--- config.mk ---
export PLATFORM = sky130hd
export DESIGN_NAME = interface_spimaster
export DESIGN_NICKNAME = d
export VERILOG_FILES = /design/src/rtl/interface_spimaster.sv
export SDC_FILE = /design/constraint.sdc
export NUM_CORES = 1
export LEC_CHECK = 0
export BUFFER_PORTS_ARGS = -buffer_cell sky130_fd_sc_hd__buf_2
export CORE_MARGIN = 2
export CORE_UTILIZATION = 40
export DETAILED_ROUTE_END_ITERATION = 16
export SLEW_MARGIN = 20
export SYNTH_ARGS = -nofsm -noshare
export SYNTH_HDL_FRONTEND = slang
export SYNTH_SLANG_ARGS = --single-unit
export TNS_END_PERCENT = 10
--- constraint.sdc ---
create_clock -name clk -period 4.5 [get_ports clk]
set_input_delay 0.45 -clock clk [delete_from_list [all_inputs] [get_ports clk]]
set_output_delay 0.45 -clock clk [all_outputs]
set_load 0.05 [all_outputs]
--- src/rtl/interface_spimaster.sv ---
// SPI mode-0 frame master. Sends one BUFFER_SIZE-bit frame MSB first while
// receiving one. A received frame is published on rx_data only when its
// 32-bit header matches MSGID.
//
// state   | meaning
// --------+-----------------------------------------------------------
// S_IDLE  | SSEL high, waiting for start
// S_SETUP | SSEL low, SCK low, first MOSI bit presented, CS_SETUP cycles
// S_SHIFT | BUFFER_SIZE SCK periods, CLK_DIV cycles low then CLK_DIV high
// S_HOLD  | SSEL low, SCK low for CS_HOLD cycles after the last falling edge
// S_GAP   | SSEL high for CS_GAP cycles; done pulses in the last one
module interface_spimaster #(
    parameter int          BUFFER_SIZE = 64,
    parameter logic [31:0] MSGID       = 32'h74697277,
    parameter int          CLK_DIV     = 4,
    parameter int          CS_SETUP    = 2,
    parameter int          CS_HOLD     = 2,
    parameter int          CS_GAP      = 4
) (
    input  logic                   clk,
    input  logic                   rst_n,
    input  logic                   start,
    input  logic [BUFFER_SIZE-1:0] tx_data,
    output logic [BUFFER_SIZE-1:0] rx_data,
    output logic                   rx_valid,
    output logic                   msgid_error,
    output logic                   busy,
    output logic                   done,
    output logic                   SPI_SCK,
    output logic                   SPI_SSEL,
    output logic                   SPI_MOSI,
    input  logic                   SPI_MISO
);

    localparam int BW = $clog2(BUFFER_SIZE + 1);
    localparam int CW = 16;
    localparam logic [BW-1:0] LAST_BIT = BW'(BUFFER_SIZE - 1);

    localparam logic [2:0] S_IDLE  = 3'd0;
    localparam logic [2:0] S_SETUP = 3'd1;
    localparam logic [2:0] S_SHIFT = 3'd2;
    localparam logic [2:0] S_HOLD  = 3'd3;
    localparam logic [2:0] S_GAP   = 3'd4;

    logic [2:0]             state_q, state_d;
    logic [CW-1:0]          cnt_q, cnt_d;
    logic [BW-1:0]          bit_q, bit_d;
    logic [BUFFER_SIZE-1:0] tx_sr_q, tx_sr_d;
    logic [BUFFER_SIZE-1:0] rx_sr_q, rx_sr_d;
    logic [BUFFER_SIZE-1:0] rx_data_q, rx_data_d;
    logic                   sck_q, sck_d;
    logic                   ssel_q, ssel_d;
    logic                   rx_valid_q, rx_valid_d;
    logic                   err_q, err_d;
    logic                   cnt_zero;

    assign cnt_zero = (cnt_q == '0);

    // Next-state and datapath: one down-counter times every phase of the frame.
    always_comb begin
        state_d    = state_q;
        cnt_d      = cnt_q;
        bit_d      = bit_q;
        tx_sr_d    = tx_sr_q;
        rx_sr_d    = rx_sr_q;
        rx_data_d  = rx_data_q;
        sck_d      = sck_q;
        ssel_d     = ssel_q;
        rx_valid_d = 1'b0;
        err_d      = 1'b0;
        case (state_q)
            S_IDLE: begin
                if (start) begin
                    tx_sr_d = tx_data;
                    rx_sr_d = '0;
                    bit_d   = '0;
                    ssel_d  = 1'b0;
                    sck_d   = 1'b0;
                    cnt_d   = CW'(CS_SETUP - 1);
                    state_d = S_SETUP;
                end
            end
            S_SETUP: begin
                if (cnt_zero) begin
                    cnt_d   = CW'(CLK_DIV - 1);
                    state_d = S_SHIFT;
                end else begin
                    cnt_d = cnt_q - 1'b1;
                end
            end
            S_SHIFT: begin
                if (!cnt_zero) begin
                    cnt_d = cnt_q - 1'b1;
                end else if (!sck_q) begin
                    // MISO is captured on the same edge that raises SCK.
                    sck_d   = 1'b1;
                    rx_sr_d = {rx_sr_q[BUFFER_SIZE-2:0], SPI_MISO};
                    cnt_d   = CW'(CLK_DIV - 1);
                end else begin
                    sck_d = 1'b0;
                    if (bit_q == LAST_BIT) begin
                        cnt_d   = CW'(CS_HOLD - 1);
                        state_d = S_HOLD;
                    end else begin
                        bit_d   = bit_q + 1'b1;
                        tx_sr_d = {tx_sr_q[BUFFER_SIZE-2:0], 1'b0};
                        cnt_d   = CW'(CLK_DIV - 1);
                    end
                end
            end
            S_HOLD: begin
                if (cnt_zero) begin
                    ssel_d  = 1'b1;
                    tx_sr_d = '0;
                    cnt_d   = CW'(CS_GAP - 1);
                    state_d = S_GAP;
                    if (rx_sr_q[BUFFER_SIZE-1 -: 32] == MSGID) begin
                        rx_data_d  = rx_sr_q;
                        rx_valid_d = 1'b1;
                    end else begin
                        err_d = 1'b1;
                    end
                end else begin
                    cnt_d = cnt_q - 1'b1;
                end
            end
            S_GAP: begin
                if (cnt_zero) begin
                    state_d = S_IDLE;
                end else begin
                    cnt_d = cnt_q - 1'b1;
                end
            end
            default: begin
                state_d = S_IDLE;
                ssel_d  = 1'b1;
                sck_d   = 1'b0;
                tx_sr_d = '0;
                cnt_d   = '0;
            end
        endcase
    end

    // State registers; reset parks the bus idle and discards any partial frame.
    always_ff @(posedge clk or negedge rst_n) begin
        if (!rst_n) begin
            state_q    <= S_IDLE;
            cnt_q      <= '0;
            bit_q      <= '0;
            tx_sr_q    <= '0;
            rx_sr_q    <= '0;
            rx_data_q  <= '0;
            sck_q      <= 1'b0;
            ssel_q     <= 1'b1;
            rx_valid_q <= 1'b0;
            err_q      <= 1'b0;
        end else begin
            state_q    <= state_d;
            cnt_q      <= cnt_d;
            bit_q      <= bit_d;
            tx_sr_q    <= tx_sr_d;
            rx_sr_q    <= rx_sr_d;
            rx_data_q  <= rx_data_d;
            sck_q      <= sck_d;
            ssel_q     <= ssel_d;
            rx_valid_q <= rx_valid_d;
            err_q      <= err_d;
        end
    end

    // MOSI is the top of the transmit shift register, so it is a flop output.
    assign SPI_SCK     = sck_q;
    assign SPI_SSEL    = ssel_q;
    assign SPI_MOSI    = tx_sr_q[BUFFER_SIZE-1];
    assign rx_data     = rx_data_q;
    assign rx_valid    = rx_valid_q;
    assign msgid_error = err_q;
    assign busy        = (state_q != S_IDLE);
    assign done        = (state_q == S_GAP) && cnt_zero;

endmodule

Yosys cells after proc, flatten, opt, wreduce, memory -nomap -nowiden
Index checks and enable logic that the tools add are counted.
Word-level totals
  output and inout bits: 71
  word-level logic and storage cells: 90
  register bits after elaboration: 222
Cells by class
  add/sub/neg operators: 2
  equal/unequal tests: 16
  reduce and logical (&&, ||, !) cells: 17
  bitwise operators: 3
  mux-type cells: 42
Operators by type and width (number)
  $mux W64: 8
  $pmux W64 S4: 1
  $pmux W64 S2: 1
  $mux W16: 4
  $pmux W16 S4: 1
  $eq A32 B31 Y1 const B: 1
  $mux W7: 4
  $mux W3: 7
  $ne A2 B2 Y1 const B: 10
  $logic_not A16 Y1: 1
  $sub A16 B1 Y16 const B: 1
  $pmux W3 S5: 1
  $pmux W7 S2: 1
  $mux W1: 10
  $reduce_and A3 Y1: 3
  $add A7 B1 Y7 const B: 1
  $eq A7 B6 Y1 const B: 1
  $reduce_and A7 Y1: 1
  $eq A3 B2 Y1 const B: 2
  $pmux W1 S3: 2
  $reduce_and A6 Y1: 1
  $reduce_or A3 Y1: 2
  $reduce_and A5 Y1: 1
  $mux W2: 2
  10 further kinds: 13

Logic depth before layout (Yosys ltp)
Gate-level depths: netlist of run 1.
  depth in word-level cells: 5
  depth in mapped cells: 11
  mapped depth without buffers: 7

Least setup slack after synthesis of run 1
OpenSTA, ideal clock, no wires.
  path kind: register to output
  start point: register cnt_q[0]
  end point: output port done
  cell stages (with the launch flop): 9
  slack: 1438 ps
  required time: 4050 ps
  data arrival time: 2612 ps
  path buffers: 3
  cells stage by stage: dfrtp_1 > inv_1 > ha_1 > or3b_1 > buf_2 > or4_1 > buf_2 > buf_2 > nor2_1
Between the ends
  cells in the longest elaborated chain, start to end: 2
Ends and longest elaborated chain
  start, declared: line 46  | logic [CW-1:0] cnt_q, cnt_d;
  start signal, assigned: line 159  | cnt_q <= cnt_d;
  $logic_not A16 Y1: line 57  | assign cnt_zero = (cnt_q == '0);
  $logic_and A1 B1 Y1: line 179  | assign done = (state_q == S_GAP) && cnt_zero;
  end, declared: line 28  | output logic done,
Every way passes these cells.

Worst setup path in the final report of run 1
Same ends and word-level chain as after synthesis.

==> out/qor.csv, run 1 <==
metric;value;unit
synth_mux_area_frac;0.0990;
ant_nets;0;
r2r_end;tx_sr_q[28];
row_count;57;
hold_viol_final;0;
place_hpwl;12300;um
wl_per_cell;15.2;um
seq_area_frac_synth;0.555;
yosys_warnings;0;
start_kind;register;
cts.sinks;222;
ff2ff_setup_slack;1.48;ns
max_freq;0.286;GHz
routed_wl;20000;um
synthFlopType;dfrtp_1;
drive_above_1_share;0.293;
synth_top_cell_area_share;0.553;
n_fill_cell;2228;
slew_violations;0;
holdPathEnd;rx_sr_q[0];
cts.clk_slew.worst_paths;0.06;ns
worstSetupPathType;reg -> out;
synth_top_family_by_area;compound AO/OA/AOI/OAI gates;
dpl_worst_slack;1.39;ns
grt_max_degree;129;
pin_count;139;
htree_levels;1;
worst_pin_slew;1.04;ns
r2r-start;cnt_q[0];
drv_cap;0;
syn_avg_cell_area;11.6;um^2
start_util;0.409;
synth_cells;860;
syn-cell-area;10000;um^2
die_w;162;um
maxSlewHeadroom;0.307;
rr_worst_depth;8;
min_from;SPI_MISO;
arrival;3.05;ns
status;completed;
yosysUniqueCellTypes;61;
fin_util;0.482;
ir_drop;0.000276;V
antenna_found_initial;1;
fin_crit;3.50;ns
routabilityCongestion;0.825;
viasPerCell;5.10;
synth_edf_count;0;
grt_first_pass_wirelength;34100;um
power_leakage;5.32;nW
drc;0;
grt_usage;0.155;
ys_ff_latch;222;
final-setup-viol-count;0;
cp-end-kind;primary output;
die_area;26300;um^2
cts_inserted_buffers;25;
setup-tns-final;0;ns
port_buffers;138;
yosys-top-cells-area;dfrtp_1, o2bb2ai_2, mux2i_1;
clock_latency;0.51;ns
drtIter0Drc;449;
synth_area_leader_cell;dfrtp_1;
whs_path_depth;3;
fin_worst_skew;0.0117;ns
die_y;162;um
grt_overflow_total;0;
synth-compound-area-share;0.168;
clockBufferDepth;3;
nets;1046;
firstDrtPassIters;5;
synthSimpleGateAreaFrac;0.138;
crit_fanout;16;
cellPowerDensity;546;nW/um^2
grt_pass1_vias;6699;
synthAdderAreaFrac;0.00250;
vias;6707;
rsz0062_at_grt;no;
setup_ws;0.997;ns
hold_path_class;in -> reg;
cts_tree;done;
async_flop_share;1.00;
period_share;0.778;
area_growth;17.9;%
synth_xor_area_frac;0.00613;
required;4.05;ns
cts.root.buffer_cell;clkbuf_16;
core;24500;um^2
synthesis.nets;930;
## cell usage in the layout (no fill, tap or decap), drive strengths merged, types with 3 or more instances in the layout
master,instances
dfrtp,221
nand2,152
buf,149
o21ai,82
o2bb2ai,66
mux2i,63
clkbuf,35
mux2,32
nor2,23
or2,21
nor2b,15
nand3,14
nor4,9
a21oi,8
or3,7
or4,7
inv,6
nor3,6
nand4b,5
nor3b,5
a31oi,5
o211ai,4
xnor2,4
clkinv,4
or4b,3
o31ai,3
a32o,3
nand2b,3
a211oi,3
xor2,3
nand4,3
## worst max-delay path by stage
stage	start	end	slack, ns
after floorplan	cnt_q[0]	done	1.44
after global placement	cnt_q[0]	cnt_q[8]	1.53
after detailed placement	cnt_q[0]	rx_data[28]	1.39
after CTS	cnt_q[0]	done	0.97
after global routing	cnt_q[0]	done	0.83
final	cnt_q[0]	done	1.0
## area by class of cell
type / instances / area (um^2) / share of cell area
antenna: 1 / 2.50 / 0.000212
timing repair buffer: 150 / 838 / 0.0711
sequential: 222 / 5560 / 0.471
clock buffer: 35 / 713 / 0.0605
tap: 324 / 405 / 0.0344
clock inverter: 7 / 88.8 / 0.00753
multi-input combinational: 572 / 4170 / 0.353
inverter: 5 / 18.8 / 0.00159
## where the power goes
group | switching [mW] | leakage [nW] | internal (mW)
clock | 0.784 | 0.398 | 1.21
combinational | 0.595 | 2.01 | 0.814
sequential | 0.535 | 2.92 | 2.50
## synth_stat cells (all sizes together) (4+ instances only)
library cell and count:
or3 7, buf 23, nand2 152, nand3 14, mux2i 63, a21oi 8
o2bb2ai 66, nor4 9, inv 5, or4 7, nor2 23, mux2 32
clkbuf 38, nor3 6, o211ai 4, nor2b 15, xnor2 4, or2 21
a31oi 5, dfrtp 221, nand4b 5, nor3b 5, o21ai 82
## repair_timing
item,in CTS,in global routing
hold buffers,1,0
resized for setup,0,0
endpoints found under the hold margin,76,0
buffers inserted,0,0
## worst max-delay path, stage by stage (launching register included)
cell and delay [ns]:
dfrtp_1 0.40, inv_1 0.09, ha_1 0.18, or3b_1 0.52, or4_1 0.88, nor2_1 0.19
buf_2 0.28
## registers in the layout, summed over array words and instances, names as in the netlist
| signal | cells |
|---|---|
| SPI_SCK | 1 |
| SPI_SSEL | 1 |
| bit_q | 7 |
| cnt_q | 16 |
| msgid_error | 1 |
| rx_data | 64 |
| rx_sr_q | 64 |
| rx_valid | 1 |
| state_q | 3 |
| tx_sr_q | 64 |
## per-stage QoR
stage,hold WS [ns],std cells,area (um^2),total power [mW]
6_report,0.181,1316,11800,6.44
5_1_grt,0.195,1315,11800,6.83
4_1_cts,0.161,1314,11800,6.53
3_5_place_dp,0.446,1271,11000,4.49
3_3_place_gp,0.448,1271,11000,4.45
2_1_floorplan,0.154,860,10000,4.14
## logic make-up after synthesis
group / Yosys count
mux: 95
fa+ha+maj: 2
buf+inv: 66
xor+xnor: 7
compound gates: 190
flops: 222
simple gates: 278
## metal layers
layer / GRT usage / routed length (um) / vias to the layer above / share of wire
met4: 0.0390 / 476 / 0 / 0.024
met1: 0.224 / 9730 / 3268 / 0.49
li1: - / - / 3283 / -
met3: 0.0291 / 901 / 30 / 0.045
met2: 0.242 / 8900 / 126 / 0.44
met5: 0 / 0 / - / 0
Note: power is estimated with default switching activity, not from simulation.
==> inputs of run 2 (changes only) <==
==> constraint.sdc (replaced) <==
create_clock -name clk -period 3.6 [get_ports clk]
set_input_delay 0.36 -clock clk [delete_from_list [all_inputs] [get_ports clk]]
set_output_delay 0.36 -clock clk [all_outputs]
set_load 0.05 [all_outputs]
==> out/qor.csv, run 2 (synthesis gave the netlist of run 1 again) <==
metric;value;unit;change
status;completed;;
firstDrtPassIters;5;;unchanged
cellPowerDensity;685;nW/um^2;+25%
routed_wl;20300;um;+1.5%
pin_count;139;;unchanged
slew_violations;0;;unchanged
fin_worst_skew;0.00829;ns;-0.00346 ns
cp-end-kind;primary output;;
cp_slowest_cell;or4_1;;
post-cts-setup-buffers;0;;unchanged
wl_per_cell;15.4;um;+1.2%
start_util;0.409;;unchanged
antenna_found_initial;2;;+1
viasPerCell;5.13;;+0.59%
fin_crit;3.42;ns;
port_buffers;138;;unchanged
vias;6767;;+0.89%
start_kind;register;;
worst_pin_slew;1.06;ns;+0.0234 ns
ir_drop;0.000390;V;+41%
drc;0;;unchanged
place_hpwl;12300;um;-0.44%
combPwrFrac;0.230;;+0.011
grt_max_degree;129;;unchanged
max_freq;0.293;GHz;
core;24500;um^2;unchanged
grt_usage;0.156;;+0.00123
grt_first_pass_wirelength;34300;um;+0.73%
worstSetupPathType;reg -> out;;
area_growth;18.1;%;
cts_inserted_buffers;25;;unchanged
drive_above_1_share;0.296;;+0.00314
seq_power_share;0.459;;-0.013
hold_viol_final;0;;unchanged
clock_latency;0.51;ns;about the same
p_sw_frac;0.302;;+0.00444
drtIter0Drc;408;;-9.1%
crit_buf_inv;2;;unchanged
row_count;57;;unchanged
final_common_cell;dfrtp_1;;
crit_fanout;16;;unchanged
htree_levels;1;;unchanged
crit_chain;inv_1, ha_1, or3b_1, or4_1, nor2_1, buf_2;;
rsz0062_at_grt;no;;
period_share;0.949;;
die_area;26300;um^2;unchanged
layout_common_cells;dfrtp_1, nand2_1, buf_2;;
ant_nets;0;;unchanged
cts.sinks;222;;unchanged
switching_power;2.44;mW;+27%
routabilityCongestion;0.810;;-1.8%
crit_family;simple AND/OR/NAND/NOR gates;;
p_int;5.65;mW;+25%
pwr-share-clk;0.310;;about the same
die_w;162;um;unchanged
final-setup-viol-count;0;;unchanged
required;3.24;ns;-0.81 ns
drv_cap;0;;unchanged
whs;0.0940;ns;-0.0870 ns
die_y;162;um;unchanged
cts.clk_slew.worst_paths;0.06;ns;about the same
grt_overflow_total;0;;unchanged
cts.root.buffer_cell;clkbuf_16;;
grt_pass1_vias;6606;;-1.4%
cpPeakStageDelay;0.89;ns;about the same
nets;1047;;+0.096%
arrival;3.06;ns;about the same
maxSlewHeadroom;0.291;;-0.0156
power_leakage;5.32;nW;-0.12%
clockBufferDepth;3;;unchanged
setup-tns-final;0;ns;unchanged
cts_tree;done;;
hold_path_class;in -> reg;;
==> run 2: final cells by class <==
| cell class | instances | area, um^2 |
|---|---|---|
| Inverter | 5 | 18.8 |
| Fill cell | 2213 | 12600 |
| Antenna cell | 2 | 5.00 |
| Tap cell | 324 | 405 |
| Clock inverter | 8 | 76.3 |
| Timing Repair Buffer | 151 | 842 |
| Multi-Input combinational cell | 572 | 4170 |
| Sequential cell | 222 | 5560 |
| Clock buffer | 36 | 737 |
==> run 2: worst paths after layout <==
check	start	to	slack (ns)	depth (start not counted)
setup / recovery	cnt_q[0]	done	0.18	6
hold / removal	SPI_MISO	rx_sr_q[0]	0.09	3
setup reg to reg	cnt_q[0]	tx_sr_q[46]	0.66	8
hold reg to reg	rx_data[37]	rx_data[37]	0.47	1
max in group asynchronous	rst_n	rx_data[53]	2.29	3
min in group asynchronous	rst_n	tx_sr_q[29]	0.47	2
==> run 2: stage by stage <==
stage / total power, mW / setup WS [ns] / utilization / instance area (um^2) / instances
6_report: 8.09 / 0.183 / 0.483 / 11800 / 1320
5_1_grt: 8.56 / 0.0490 / 0.483 / 11800 / 1319
2_1_floorplan: 5.18 / 0.628 / - / 10000 / 860
3_3_place_gp: 5.58 / 0.766 / 0.449 / 11000 / 1273
3_5_place_dp: 5.64 / 0.699 / 0.449 / 11000 / 1273
4_1_cts: 8.20 / 0.180 / 0.483 / 11800 / 1318
==> run 2: what timing repair did <==
| item | in CTS | in global routing |
|---|---|---|
| resized for setup | 0 | 0 |
| endpoints found under the hold margin | 103 | 0 |
| hold buffers | 1 | 0 |
==> run 2: layer usage <==
metal / GRT usage / vias to the layer above / part of all wire
met2: 0.240 / 151 / 0.45
li1: - / 3291 / -
met5: 0 / - / 0
met4: 0.0358 / 0 / 0.019
met1: 0.229 / 3295 / 0.48
met3: 0.0324 / 30 / 0.054
==> run 2: worst reg2reg max path: stages (launching register included) <==
cell and delay (ns):
dfrtp_1 0.40, inv_1 0.09, ha_1 0.19, or3b_1 0.52
nor4_4 0.34, buf_4 0.25, nand4_2 0.19, a21o_4 0.54
o2bb2ai_2 0.34
==> run 2: power groups by stage <==
stage / registers [mW] / logic [mW] / clock network (mW)
finish: 3.72 / 1.86 / 2.51
global route: 3.81 / 2.06 / 2.69
CTS: 3.71 / 1.90 / 2.59
detailed placement: 3.74 / 1.90 / 0
global placement: 3.74 / 1.84 / 0
floorplan: 3.61 / 1.57 / 0
==> inputs of run 3 (changes only) <==
--- a/config.mk
+++ b/config.mk
@@ -5,6 +5,7 @@
 export SDC_FILE = /design/constraint.sdc
 export NUM_CORES = 1
 export LEC_CHECK = 0
+export ABC_AREA = 1
 export BUFFER_PORTS_ARGS = -buffer_cell sky130_fd_sc_hd__buf_2
 export CORE_MARGIN = 2
 export CORE_UTILIZATION = 40
==> out/qor.csv, run 3 <==
metric;value;unit;change
vias;7621;;+13%
ys_ff_latch;222;;unchanged
grt_usage;0.162;;+0.00569
drc;0;;unchanged
ir_drop;0.000312;V;-20%
fin_util;0.480;;-0.00259
r2r_end;tx_sr_q[30];;
p_sw_frac;0.212;;-0.0900
yosysUniqueCellTypes;30;;-51%
final_common_cell;nand2_1;;
die_w;162;um;-0.24%
htree_levels;1;;unchanged
worst_pin_slew;0.854;ns;-0.209 ns
wl_per_cell;13.3;um;-14%
cts_resized;0;;unchanged
grt_max_degree;129;;unchanged
yosys-top-cells-area;dfrtp_1, nand2_1, o21ai_1;;
min_from;SPI_MISO;;
crit_fanout;91;;+75
yosysMostFrequentCell;nand2_1;;
cts_inserted_buffers;25;;unchanged
postCtsHoldBufs;1;;unchanged
required;4.04;ns;+0.80 ns
pin_count;139;;unchanged
setup-tns-final;0;ns;unchanged
clock_latency;0.52;ns;about the same
synth_edf_count;0;;unchanged
p_int;4.12;mW;-27%
whs_path_depth;3;;unchanged
core;24400;um^2;-0.29%
arrival;3.13;ns;+0.07 ns
cellPowerDensity;446;nW/um^2;-35%
seq_area;5560;um^2;about the same
cts.root.buffer_cell;clkbuf_16;;
syn_avg_cell_area;8.51;um^2;-27%
diodes;0;;-2
port_buffers;138;;unchanged
ys_top_cells_by_count;nand2_1, dfrtp_1, inv_1, o21ai_1, nor2_1;;
rr_worst_depth;10;;+2
fin_crit;2.69;ns;-0.724 ns
drive_above_1_share;0.161;;-0.134
synth_area_leader_cell;dfrtp_1;;
grt_first_pass_wirelength;35800;um;+4.1%
slew_violations;0;;unchanged
hold_viol_final;0;;unchanged
worstSetupPathType;reg -> reg;;
synthFlopType;dfrtp_1;;
cts.clk_slew.worst_paths;0.06;ns;about the same
cts_tree;done;;
yosys_warnings;0;;unchanged
clockBufferDepth;3;;unchanged
viasPerCell;4.69;;-8.5%
die_y;162;um;-0.24%
routed_wl;21600;um;+6.1%
ff2ff_setup_slack;0.91;ns;+0.25 ns
max_freq;0.371;GHz;+27%
nets;1353;;+29%
drv_cap;0;;unchanged
firstDrtPassIters;5;;unchanged
synth_cells;1170;;+36%
cp-end-kind;register;;
area_growth;17.7;%;
grt_overflow_total;0;;unchanged
combPwrFrac;0.018;;-0.212
whs;0.0991;ns;+0.00505 ns
grt_pass1_vias;7176;;+8.6%
post-cts-setup-buffers;0;;unchanged
multiInputGateArea;3570;um^2;-14%
place_hpwl;13100;um;+6.9%
layout_common_cells;nand2_1, dfrtp_1, buf_2;;
power_leakage;5.71;nW;+7.4%
switching_power;1.11;mW;-55%
drtIter0Drc;553;;+36%
start_util;0.408;;-0.000804
routabilityCongestion;0.802;;-0.94%
cts.sinks;222;;unchanged
synth_top_cell_area_share;0.555;;+0.00271
final-setup-viol-count;0;;unchanged
period_share;0.748;;-0.201
rsz0062_at_grt;no;;
seq_power_share;0.477;;+0.018
r2r-start;state_q[1];;
pwr-share-clk;0.505;;+0.195
start_kind;register;;
seq_area_frac_synth;0.558;;+0.00272
async_flop_share;1.00;;unchanged
row_count;57;;unchanged
fin_worst_skew;0.0188;ns;+0.0106 ns
ant_nets;0;;unchanged
syn-cell-area;9960;um^2;-0.49%
die_area;26200;um^2;-0.47%
status;completed;;
synthesis.nets;1240;;+33%
hold_path_class;in -> reg;;
maxSlewHeadroom;0.430;;+0.139
antenna_found_initial;0;;-2
n_fill_cell;2405;;+8.7%
holdPathEnd;rx_sr_q[0];;
## run 3: critical path, stage by stage, from the launching register on
cell and delay (ns):
dfrtp_1 0.42, inv_2 0.12, nand2_1 0.11, nor2_4 0.13, nand2_4 0.16, nand2_1 0.22
nor2_1 0.10, nand3_4 0.34, buf_4 0.73, nand2_1 0.13, o21ai_1 0.14
## run 3: kinds of logic after synthesis
kind of cell,after synthesis,share of synthesized area
simple gates,534,0.221
flops,222,0.558
compound gates,202,0.125
buf+inv,202,0.0867
xor+xnor,8,0.00704
fa+ha+maj,2,0.00251
## run 3: through the flow
stage | power (mW) | setup slack, ns | cells | area, um^2
final | 5.23 | 0.907 | 1625 | 11700
after global routing | 5.42 | 0.641 | 1625 | 11700
after CTS | 5.30 | 0.874 | 1625 | 11700
after detailed placement | 2.64 | 0.885 | 1579 | 10800
after global placement | 2.64 | 0.844 | 1579 | 10800
after floorplan | 2.54 | 1.47 | 1170 | 9960
## run 3: per-layer routing
layer	vias to the layer above	part of all wire	GRT usage
met4	0	0.019	0.0390
met5	-	0	0
met3	33	0.055	0.0286
met2	165	0.42	0.245
li1	3951	-	-
met1	3472	0.50	0.243
## run 3: area by class of cell
| class | count | share of cell area |
|---|---|---|
| flip-flops and latches | 222 | 0.474 |
| multi-input cells | 746 | 0.305 |
| repair buffers | 150 | 0.0691 |
| clock buffers | 32 | 0.0599 |
| inverters | 138 | 0.0442 |
| well taps | 324 | 0.0346 |
| clock inverters | 13 | 0.0133 |
## run 3: power by group through the flow
stage | Clock [mW] | Sequential (mW) | Combinational (mW)
5_1_grt | 2.82 | 2.49 | 0.111
3_5_place_dp | 0 | 2.54 | 0.0997
2_1_floorplan | 0 | 2.54 | 0.000525
4_1_cts | 2.71 | 2.49 | 0.101
3_3_place_gp | 0 | 2.54 | 0.100
6_report | 2.64 | 2.50 | 0.0952
## run 3: how the worst max path moves through the flow
| stage | startpoint | to |
|---|---|---|
| detailed placement | state_q[1] | rx_sr_q[15] |
| global route | state_q[1] | tx_sr_q[48] |
| finish | state_q[1] | tx_sr_q[30] |
| floorplan | cnt_q[0] | done |
| CTS | state_q[1] | rx_sr_q[61] |
| global placement | state_q[1] | rx_sr_q[0] |
